==> src/rtl/gb_spi_flashmem_if.sv <==
// Request/response bus and SPI pins of the flash reader, grouped as one bundle.
// master = requester plus flash side, slave = the reader block.
interface gb_spi_flashmem_if;
  logic        valid;
  logic [23:0] addr;
  logic        ready;
  logic [31:0] rdata;
  logic        spi_csn;
  logic        spi_sck;
  logic        spi_mosi;
  logic        spi_miso;

  modport master (
    output valid, addr, spi_miso,
    input  ready, rdata, spi_csn, spi_sck, spi_mosi
  );

  modport slave (
    input  valid, addr, spi_miso,
    output ready, rdata, spi_csn, spi_sck, spi_mosi
  );
endinterface

==> src/rtl/gb_spi_flashmem.sv <==
// Word-read engine for a SPI NOR flash (mode 0, READ 0x03) with release-from-power-down
// at start-up and sequential streaming that keeps CSN low between consecutive words.
module gb_spi_flashmem #(
  parameter int HALF_PERIOD = 1,
  parameter int WAKE_CYCLES = 64
) (
  input  logic              clk,
  input  logic              resetn,
  gb_spi_flashmem_if.slave  bus
);

  localparam int DIV_W = (HALF_PERIOD > 1) ? $clog2(HALF_PERIOD) : 1;
  localparam int CNT_W = $clog2(WAKE_CYCLES + 2);
  localparam logic [DIV_W-1:0] DIV_LAST  = DIV_W'(HALF_PERIOD - 1);
  localparam logic [CNT_W-1:0] WAIT_LAST = CNT_W'((WAKE_CYCLES > 0) ? WAKE_CYCLES - 1 : 0);
  localparam logic [7:0]       CMD_WAKE  = 8'hAB;
  localparam logic [7:0]       CMD_READ  = 8'h03;
  localparam logic [5:0]       WORD_BITS = 6'd32;

  typedef enum logic [3:0] {
    S_WAKE, S_WAKE_WAIT, S_IDLE, S_CMD, S_ADDR, S_DATA, S_DONE, S_STREAM, S_GAP
  } state_e;

  state_e           state_q, state_d;
  logic             csn_q, csn_d;
  logic             sck_q, sck_d;
  logic [DIV_W-1:0] div_q, div_d;
  logic [5:0]       bit_q, bit_d;
  logic [CNT_W-1:0] cnt_q, cnt_d;
  logic [23:0]      tx_q, tx_d;
  logic [31:0]      rx_q, rx_d;
  logic [23:0]      addr_q, addr_d;
  logic [31:0]      rdata_q, rdata_d;
  logic             ready_q, ready_d;

  logic       shifting, div_wrap, sck_rise, sck_fall, last_bit, start_read;
  logic [5:0] phase_last;

  // The SCK divider only runs while bits are moving; the DATA tail cycle (bit_q == 32)
  // leaves SCK low for one cycle so the word can be byte-swapped into rdata.
  always_comb begin
    phase_last = 6'd31;
    case (state_q)
      S_WAKE, S_CMD: phase_last = 6'd7;
      S_ADDR:        phase_last = 6'd23;
      default:       phase_last = 6'd31;
    endcase
  end

  assign shifting = (state_q == S_WAKE && !csn_q) || (state_q == S_CMD) ||
                    (state_q == S_ADDR) || (state_q == S_DATA && bit_q != WORD_BITS);
  assign div_wrap = (div_q == DIV_LAST);
  assign sck_rise = shifting && div_wrap && !sck_q;
  assign sck_fall = shifting && div_wrap && sck_q;
  assign last_bit = (bit_q == phase_last);

  // NOTE: every _d gets its hold value before any branch, so no path leaves a
  // combinational output unassigned and no latch is inferred.
  always_comb begin
    state_d    = state_q;
    csn_d      = csn_q;
    sck_d      = sck_q;
    div_d      = div_q;
    bit_d      = bit_q;
    cnt_d      = cnt_q;
    tx_d       = tx_q;
    rx_d       = rx_q;
    addr_d     = addr_q;
    rdata_d    = rdata_q;
    ready_d    = 1'b0;
    start_read = 1'b0;

    if (shifting) begin
      if (div_wrap) begin
        div_d = '0;
        sck_d = ~sck_q;
      end else begin
        div_d = div_q + DIV_W'(1);
      end
    end
    if (sck_rise && state_q == S_DATA) rx_d = {rx_q[30:0], bus.spi_miso};
    // MOSI moves on the falling edge; zeros shift in so MOSI idles low afterwards.
    if (sck_fall) begin
      bit_d = bit_q + 6'd1;
      tx_d  = {tx_q[22:0], 1'b0};
    end

    case (state_q)
      S_WAKE: begin
        if (csn_q) begin
          csn_d = 1'b0;
          tx_d  = {CMD_WAKE, 16'h0000};
          div_d = '0;
          bit_d = '0;
          sck_d = 1'b0;
        end else if (sck_fall && last_bit) begin
          csn_d   = 1'b1;
          cnt_d   = '0;
          state_d = S_WAKE_WAIT;
        end
      end
      S_WAKE_WAIT: begin
        if (cnt_q == WAIT_LAST) state_d = S_IDLE;
        else                    cnt_d   = cnt_q + CNT_W'(1);
      end
      S_IDLE: begin
        if (bus.valid) begin
          addr_d     = bus.addr;
          start_read = 1'b1;
        end
      end
      S_CMD: begin
        if (sck_fall && last_bit) begin
          state_d = S_ADDR;
          bit_d   = '0;
          tx_d    = addr_q;
        end
      end
      S_ADDR: begin
        if (sck_fall && last_bit) begin
          state_d = S_DATA;
          bit_d   = '0;
        end
      end
      S_DATA: begin
        if (bit_q == WORD_BITS) begin
          state_d = S_DONE;
          ready_d = 1'b1;
          rdata_d = {rx_q[7:0], rx_q[15:8], rx_q[23:16], rx_q[31:24]};
        end
      end
      S_DONE: state_d = S_STREAM;
      S_STREAM: begin
        // Flash keeps auto-incrementing while CSN stays low, so the next word is just more clocks.
        if (bus.valid) begin
          addr_d = bus.addr;
          if (bus.addr == addr_q + 24'd4) begin
            state_d = S_DATA;
            bit_d   = '0;
            div_d   = '0;
          end else begin
            state_d = S_GAP;
            csn_d   = 1'b1;
            cnt_d   = '0;
          end
        end
      end
      S_GAP: begin
        if (cnt_q == CNT_W'(1)) start_read = 1'b1;
        else                    cnt_d      = cnt_q + CNT_W'(1);
      end
      default: state_d = S_WAKE;
    endcase

    if (start_read) begin
      state_d = S_CMD;
      csn_d   = 1'b0;
      tx_d    = {CMD_READ, 16'h0000};
      div_d   = '0;
      bit_d   = '0;
      sck_d   = 1'b0;
    end
  end

  // NOTE: state is updated only with non-blocking assignments so every register
  // samples the pre-edge values computed above, independent of block ordering.
  always_ff @(posedge clk or negedge resetn) begin
    if (!resetn) begin
      state_q <= S_WAKE;
      csn_q   <= 1'b1;
      sck_q   <= 1'b0;
      div_q   <= '0;
      bit_q   <= '0;
      cnt_q   <= '0;
      tx_q    <= '0;
      rx_q    <= '0;
      addr_q  <= '0;
      rdata_q <= '0;
      ready_q <= 1'b0;
    end else begin
      state_q <= state_d;
      csn_q   <= csn_d;
      sck_q   <= sck_d;
      div_q   <= div_d;
      bit_q   <= bit_d;
      cnt_q   <= cnt_d;
      tx_q    <= tx_d;
      rx_q    <= rx_d;
      addr_q  <= addr_d;
      rdata_q <= rdata_d;
      ready_q <= ready_d;
    end
  end

  assign bus.ready    = ready_q;
  assign bus.rdata    = rdata_q;
  assign bus.spi_csn  = csn_q;
  assign bus.spi_sck  = sck_q;
  assign bus.spi_mosi = tx_q[23];

endmodule
==> src/flat_wrapper.sv <==
// flat-port wrapper written by rule: the top's interface ports become plain ports
module gb_spi_flashmem_flat 
#(
  parameter int HALF_PERIOD = 1,
  parameter int WAKE_CYCLES = 64
)
  (clk, resetn, bus_valid, bus_addr, bus_spi_miso, bus_ready, bus_rdata, bus_spi_csn, bus_spi_sck, bus_spi_mosi);
  gb_spi_flashmem_if bus_i ();
  input  logic clk;
  input  logic resetn;
  input wire logic [$bits(bus_i.valid)-1:0] bus_valid;
  input wire logic [$bits(bus_i.addr)-1:0] bus_addr;
  input wire logic [$bits(bus_i.spi_miso)-1:0] bus_spi_miso;
  output wire logic [$bits(bus_i.ready)-1:0] bus_ready;
  output wire logic [$bits(bus_i.rdata)-1:0] bus_rdata;
  output wire logic [$bits(bus_i.spi_csn)-1:0] bus_spi_csn;
  output wire logic [$bits(bus_i.spi_sck)-1:0] bus_spi_sck;
  output wire logic [$bits(bus_i.spi_mosi)-1:0] bus_spi_mosi;
  assign bus_i.valid = bus_valid;
  assign bus_i.addr = bus_addr;
  assign bus_i.spi_miso = bus_spi_miso;
  assign bus_ready = bus_i.ready;
  assign bus_rdata = bus_i.rdata;
  assign bus_spi_csn = bus_i.spi_csn;
  assign bus_spi_sck = bus_i.spi_sck;
  assign bus_spi_mosi = bus_i.spi_mosi;
  gb_spi_flashmem #(.HALF_PERIOD(HALF_PERIOD), .WAKE_CYCLES(WAKE_CYCLES)) u_core (.clk(clk), .resetn(resetn), .bus(bus_i));
endmodule
==> config.mk <==
export PLATFORM = sky130hd
export DESIGN_NAME = gb_spi_flashmem_flat
export DESIGN_NICKNAME = d
export VERILOG_FILES = /design/src/rtl/gb_spi_flashmem_if.sv /design/src/rtl/gb_spi_flashmem.sv /design/src/flat_wrapper.sv
export SDC_FILE = /design/constraint.sdc
export NUM_CORES = 1
export LEC_CHECK = 0
export CAP_MARGIN = 5
export CORE_MARGIN = 1
export CORE_UTILIZATION = 54
export CTS_BUF_LIST = sky130_fd_sc_hd__clkbuf_8
export CTS_CLUSTER_DIAMETER = 80
export CTS_CLUSTER_SIZE = 40
export DETAILED_ROUTE_END_ITERATION = 16
export PLACE_DENSITY = 0.86
export RECOVER_POWER = 50
export SKIP_CTS_REPAIR_TIMING = 1
export SLEW_MARGIN = 20
export SYNTH_ARGS = -nofsm -noshare
export SYNTH_HDL_FRONTEND = slang
export SYNTH_SLANG_ARGS = --single-unit
==> constraint.sdc <==
create_clock -name clk -period 2.8 [get_ports clk]
set_clock_uncertainty 0.2 [all_clocks]
set_input_delay 0.84 -clock clk [delete_from_list [all_inputs] [get_ports clk]]
set_output_delay 0.84 -clock clk [all_outputs]
set_load 0.1 [all_outputs]
==> results of run 1 <==
[state kept, by name (all words and copies together), names as in the netlist]
name	flops
u_core.bus.rdata	32
u_core.rx_q	32
u_core.addr_q	24
u_core.tx_q	24
u_core.cnt_q	7
u_core.bit_q	6
u_core.state_q	4
u_core.bus.ready	1
u_core.bus.spi_csn	1
u_core.bus.spi_sck	1
u_core.div_q	1
[how the worst max path moves through the flow]
stage / startpoint / end / slack, ns
4_1_cts: bus_addr[13] / u_core.cnt_q[0]$_DFFE_PN0P_ / -0.32
5_1_grt: u_core.addr_q[3]$_DFFE_PN0P_ / u_core.cnt_q[0]$_DFFE_PN0P_ / -0.09
3_5_place_dp: bus_addr[13] / u_core.cnt_q[0]$_DFFE_PN0P_ / -0.78
6_report: u_core.addr_q[3]$_DFFE_PN0P_ / u_core.bit_q[0]$_DFF_PN0_ / -0.008
3_3_place_gp: bus_addr[0] / u_core.bit_q[1]$_DFF_PN0_ / -0.75
2_1_floorplan: bus_addr[13] / u_core.bit_q[1]$_DFF_PN0_ / 0.01
[layout make-up]
cell class | count | area share (%)
tap | 168 | 2.48
sequential | 133 | 39.3
clock inverter | 15 | 1.99
multi-input combinational | 421 | 40.0
inverter | 12 | 0.532
clock buffer | 17 | 2.76
timing repair buffer | 129 | 12.9
[cells in the mapped netlist, types with 3 or more instances]
cell type and count:
a31o_2 3, a21oi_2 3, mux2_2 88, and3_1 5
nand3b_1 3, clkbuf_1 26, nor4_1 8, nor3_1 14
buf_6 3, nand4_1 13, buf_2 5, o22ai_2 3
nand2b_1 7, and2_1 5, inv_1 12, o21ai_2 8
nor2_1 33, o21ai_0 21, mux2i_1 20, dfrtp_1 132
xnor2_1 23, a31oi_1 3, xor2_1 19, nand3_1 18
o21ai_1 15, a21oi_1 10, nand2_1 45, ha_1 5
[per-layer routing]
layer	vias to the layer above	global-route usage (%)	part of all wire (%)	wire length, um
met3	41	6.06	5.5	877
met1	2568	34.3	42	6800
met5	-	0	0	0
met4	0	9.82	2.2	354
met2	166	43.9	50	8050
li1	2374	-	-	-
[critical path: stages (launching register included)]
cell     delay (ns)
dfrtp_1        0.40
ha_4           0.18
nand4_1        0.12
or4_4          0.58
or3_4          0.35
a21oi_4        0.18
and4_4         0.27
a21oi_4        0.08
nor2_4         0.24
nor3_1         0.09
[where the power goes]
group / internal [W] / total, W / switching, W
Combinational: 0.000660 / 0.00156 / 0.000903
Clock: 0.000816 / 0.00166 / 0.000844
Sequential: 0.00211 / 0.00229 / 0.000179
[metrics by stage]
stage,power [W],setup WS (ns)
after CTS,0.00541,-0.318
after floorplan,0.00324,0.0116
final,0.00551,-0.00775
after global placement,0.00366,-0.752
after detailed placement,0.00373,-0.779
after global routing,0.00576,-0.0875
[kinds of logic after synthesis]
logic type / synth area share [%]
AOI/OAI and AO/OA: 10.2
xor gates and xnor gates: 5.47
DFF: 49.5
adders and majority gates: 0.930
buffers and inverters: 3.22
and+or+nand+nor: 12.9
muxes: 17.9
==> results.json, run 1 <==
{
  "syn-cell-area_um2": 6730,
  "hold_violations": 0,
  "drtIter0Drc": 345,
  "finalCritPeriodShare_pct": 100,
  "initial_core_util_pct": 55.8,
  "cts.sinks": 133,
  "ioPinCount": 64,
  "endpoint_kind": "register",
  "hold_path.class": "register to register",
  "insertedDiodeCount": 0,
  "fillers": 816,
  "synth_edf_count": 0,
  "yosys_warnings": 0,
  "num_vias": 5149,
  "whs_ns": 0.311,
  "rr_worst_depth": 9,
  "dp_cells": 861,
  "syn_area_per_cell_um2": 11.2,
  "viasPerCell": 5.75,
  "root_buffer": "clkbuf_8",
  "r2r_start": "u_core.addr_q[3]$_DFFE_PN0P_",
  "synth-seq-cells": 133,
  "p_leak_nw": 3.97,
  "setup_violations": 3,
  "area_delta_synth_final_pct": 25.8,
  "nets": 747,
  "rows": 40,
  "grt_first_pass_wirelength_mm": 26.6,
  "multi_input_area_um2": 3390,
  "tns_ns": -0.0170,
  "hold_start": "u_core.bus.rdata[4]$_DFFE_PN0P_",
  "path_class": "register to register",
  "die_w_um": 114,
  "status": "finished with violations",
  "rsz0062_at_grt": "true",
  "ys_seq_area_share_pct": 49.5,
  "max_slew_margin_pct": 3.48,
  "grt-ovfl-total": 0,
  "worstPathRequired_ns": 2.93,
  "numPortBuffers": 63,
  "clkLatencyLatePin_ns": 0.46,
  "cp.arrival_ns": 2.94,
  "instances_no_fill": 895,
  "htreeDepth": 4,
  "drv_slew": 0,
  "drt-total-wl_mm": 16.1,
  "post_dp_cell_area_um2": 7890,
  "fp.dieH_um": 114,
  "reg2reg_slack_ns": -0.008,
  "drv_cap": 0,
  "coreArea_um2": 12100,
  "cts_tree": "built",
  "post-route-util_pct": 70.2,
  "ant_nets": 0,
  "yosysTopAreaCellShare_pct": 49.1,
  "synth_top_area_cell": "dfrtp_1",
  "final_common_cell": "dfrtp_1",
  "numCtsBuffers": 17,
  "layout_min_cycle_time_ns": 2.81,
  "ys.flop_type": "dfrtp_1",
  "p_per_area_nw_per_um2": 651,
  "grtUsageTotal_pct": 26.6,
  "rr_endpoint": "u_core.bit_q[0]$_DFF_PN0_",
  "clkTransAtPathRegs_ns": 0.08,
  "finalWorstSetupSlack_ns": -0.00775,
  "synthArstFlopShare_pct": 100,
  "first_pass_iters": 5,
  "ir_drop_v": 0.000371,
  "drc": 0,
  "worstHoldPathCells": 1,
  "die_area_um2": 12900,
  "violations": "negative setup slack",
  "worst_pin_slew_ns": 1.45,
  "grt_pass1_vias": 5301,
  "routedWlPerCell_um": 18.0,
  "syn_nets": 634,
  "grt_max_degree": 50,
  "critPathLaunchType": "register",
  "synth_area_leaders": "dfrtp_1, mux2_2, xnor2_1, mux2i_1, nand2_1",
  "fmax_mhz": 356,
  "synth_cells": 601,
  "gp_congestion": 0.873,
  "cts_buffer_depth": 2,
  "grt_antenna_before_repair": 0,
  "final_cell_mix": "dfrtp_1, buf_4, mux2_2",
  "final_cell_area_um2": 8470,
  "ys_types": 67,
  "hold-path-endpoint": "u_core.bus.rdata[4]$_DFFE_PN0P_",
  "dpl.hpwl_mm": 10.7,
  "final_layout_size_suffix_gt1_share_pct": 37.7,
  "seqCellArea_um2": 3330,
  "crit_fanout": 6
}
(Power assumes the default switching activity.)
==> run 2, diff against run 1 <==
Settings changed: CORE_ASPECT_RATIO set to 1.4, SKIP_LAST_GASP set to 1.
==> run 2 against run 1 <==
The flow still finishes with violations (negative setup slack); sequential share of layout area is 1.4 points lower; clock power about the same; sequential power hardly changed; first-iteration DRC count down 14%; core utilization up 3.1 points; die area is essentially flat; highest routed layer unchanged.
==> results.json, run 2 (synthesis gave the netlist of run 1 again) <==
{
  "status": "finished with violations",
  "violations": "negative setup slack",
  "hold_violations": 0,
  "crit_fanout": 5,
  "p_sw_w": 0.00210,
  "cts.sinks": 133,
  "dpl.hpwl_mm": 11.8,
  "first_pass_iters": 5,
  "hold-path-endpoint": "u_core.bus.rdata[15]$_DFFE_PN0P_",
  "finalWorstSetupSlack_ns": -0.102,
  "die_w_um": 96.3,
  "numCtsBuffers": 17,
  "worstPathRequired_ns": 2.91,
  "grt_pass1_vias": 5633,
  "drtIter0Drc": 297,
  "final_cell_mix": "dfrtp_1, buf_4, mux2_2",
  "nets": 767,
  "rr_worst_depth": 12,
  "initial_core_util_pct": 56.1,
  "ir_drop_v": 0.000451,
  "routedWlPerCell_um": 20.1,
  "grt_first_pass_wirelength_mm": 27.2,
  "finalCritPeriodShare_pct": 104,
  "numPortBuffers": 63,
  "grt_antenna_before_repair": 0,
  "root_buffer": "clkbuf_8",
  "die_area_um2": 12900,
  "cp.arrival_ns": 3.02,
  "layout_min_cycle_time_ns": 2.90,
  "grt-ovfl-total": 0,
  "critPathLaunchType": "register",
  "reg2reg_slack_ns": -0.10,
  "setup_violations": 22,
  "gp_congestion": 0.905,
  "rows": 47,
  "area_delta_synth_final_pct": 30.6,
  "p_per_area_nw_per_um2": 653,
  "insertedDiodeCount": 0,
  "multi_input_area_um2": 3530,
  "viasPerCell": 6.03,
  "ant_nets": 0,
  "swShare_pct": 36.5,
  "power_frac_clock_pct": 28.4,
  "drc": 0,
  "cts_tree": "built",
  "hold_path.class": "register to register",
  "internal-power_w": 0.00364,
  "pwr-share-comb_pct": 31.2,
  "grtUsageTotal_pct": 27.6,
  "ioPinCount": 64,
  "drv_cap": 0,
  "fp.dieH_um": 134,
  "path_class": "register to register",
  "rsz0062_at_grt": "true",
  "max_slew_margin_pct": 30.2,
  "grt_max_degree": 44,
  "p_seq_share_pct": 40.3,
  "r2r_start": "u_core.bit_q[1]$_DFF_PN0_",
  "fmax_mhz": 345,
  "post-route-util_pct": 73.3,
  "fillers": 767,
  "num_vias": 5394,
  "worst_pin_slew_ns": 1.05,
  "clkLatencyLatePin_ns": 0.44,
  "htreeDepth": 4,
  "seqCellArea_um2": 3340,
  "drt-total-wl_mm": 18.0,
  "hold_start": "u_core.bus.rdata[15]$_DFFE_PN0P_",
  "drv_slew": 0,
  "worstHoldPathCells": 1,
  "final_common_cell": "dfrtp_1",
  "endpoint_kind": "register",
  "coreArea_um2": 12000,
  "whs_ns": 0.317,
  "p_leak_nw": 4.15,
  "cts_buffer_depth": 2,
  "final_layout_size_suffix_gt1_share_pct": 43.6,
  "finalPower_w": 0.00574,
  "rr_endpoint": "u_core.tx_q[4]$_DFF_PN0_",
  "clkTransAtPathRegs_ns": 0.09
}
[run 2: cell types whose count changed in the layout (fill, tap and decap cells not counted), moves of 3 or more]
cell,delta
buf_6,+4
xnor2_1,-3
buf_4,+15
o21ai_1,-10
xnor2_2,+4
dfrtp_1,-5
dfrtp_2,+5
o21ai_2,+8
[run 2: how the worst max path moves through the flow]
stage | start | end | cells past startpoint
after floorplan | bus_addr[13] | u_core.bit_q[1]$_DFF_PN0_ | 7
after global placement | bus_addr[13] | u_core.bit_q[1]$_DFF_PN0_ | 9
after detailed placement | bus_addr[13] | u_core.bit_q[1]$_DFF_PN0_ | 9
after CTS | bus_addr[13] | u_core.bit_q[1]$_DFF_PN0_ | 9
after global routing | u_core.addr_q[3]$_DFFE_PN0P_ | u_core.cnt_q[0]$_DFFE_PN0P_ | 10
final | u_core.bit_q[1]$_DFF_PN0_ | u_core.tx_q[4]$_DFF_PN0_ | 12
[run 2: area by class of cell]
class	instances	share of cell area (%)
clock inverter	15	1.82
multi-input combinational	421	40.2
inverter	12	0.513
sequential	133	38.0
tap	147	2.09
timing repair buffer	149	14.7
clock buffer	17	2.66
[run 2: metrics by stage]
step                cell area [um^2]  worst slack [ns]  cells  setup TNS, ns
finish                          8790            -0.102    894          -1.65
detailed placement              7910            -0.730    848         -13.03
CTS                             8300            -0.289    880          -5.28
global route                    8790            -0.143    894          -3.50
floorplan                       6730            0.0116    601              0
global placement                7910            -0.676    848         -10.73
[run 2: critical path: stages, from the launching register on]
cell and delay (ns):
dfrtp_1 0.41, inv_1 0.10, ha_1 0.22, nand2_1 0.06
nor4_1 0.06, o22a_1 0.28, a2111oi_4 0.54, and2_4 0.26
a21oi_4 0.04, o31ai_4 0.25, buf_12 0.16, buf_12 0.12
o22ai_2 0.06
[run 2: routing by layer]
layer  global-route usage [%]  vias to the layer above  part of all wire (%)
met4                     11.0                        0                   3.8
li1                         -                     2410                     -
met5                        0                        -                     0
met3                     6.63                       64                   5.4
met2                     49.5                      213                    53
met1                     30.6                     2707                    38
[run 2: power groups by stage]
stage	clock [W]	sequential [W]	combinational, W
2_1_floorplan	0	0.00242	0.000822
3_3_place_gp	0	0.00230	0.00138
3_5_place_dp	0	0.00232	0.00146
4_1_cts	0.00165	0.00229	0.00147
5_1_grt	0.00173	0.00233	0.00192
6_report	0.00163	0.00232	0.00179
==> run 3, diff against run 2 <==
Settings changed: SLEW_MARGIN 20 to 15.
==> results of run 3 <==
Final layout, timing and power as in run 2 (identical DEF).
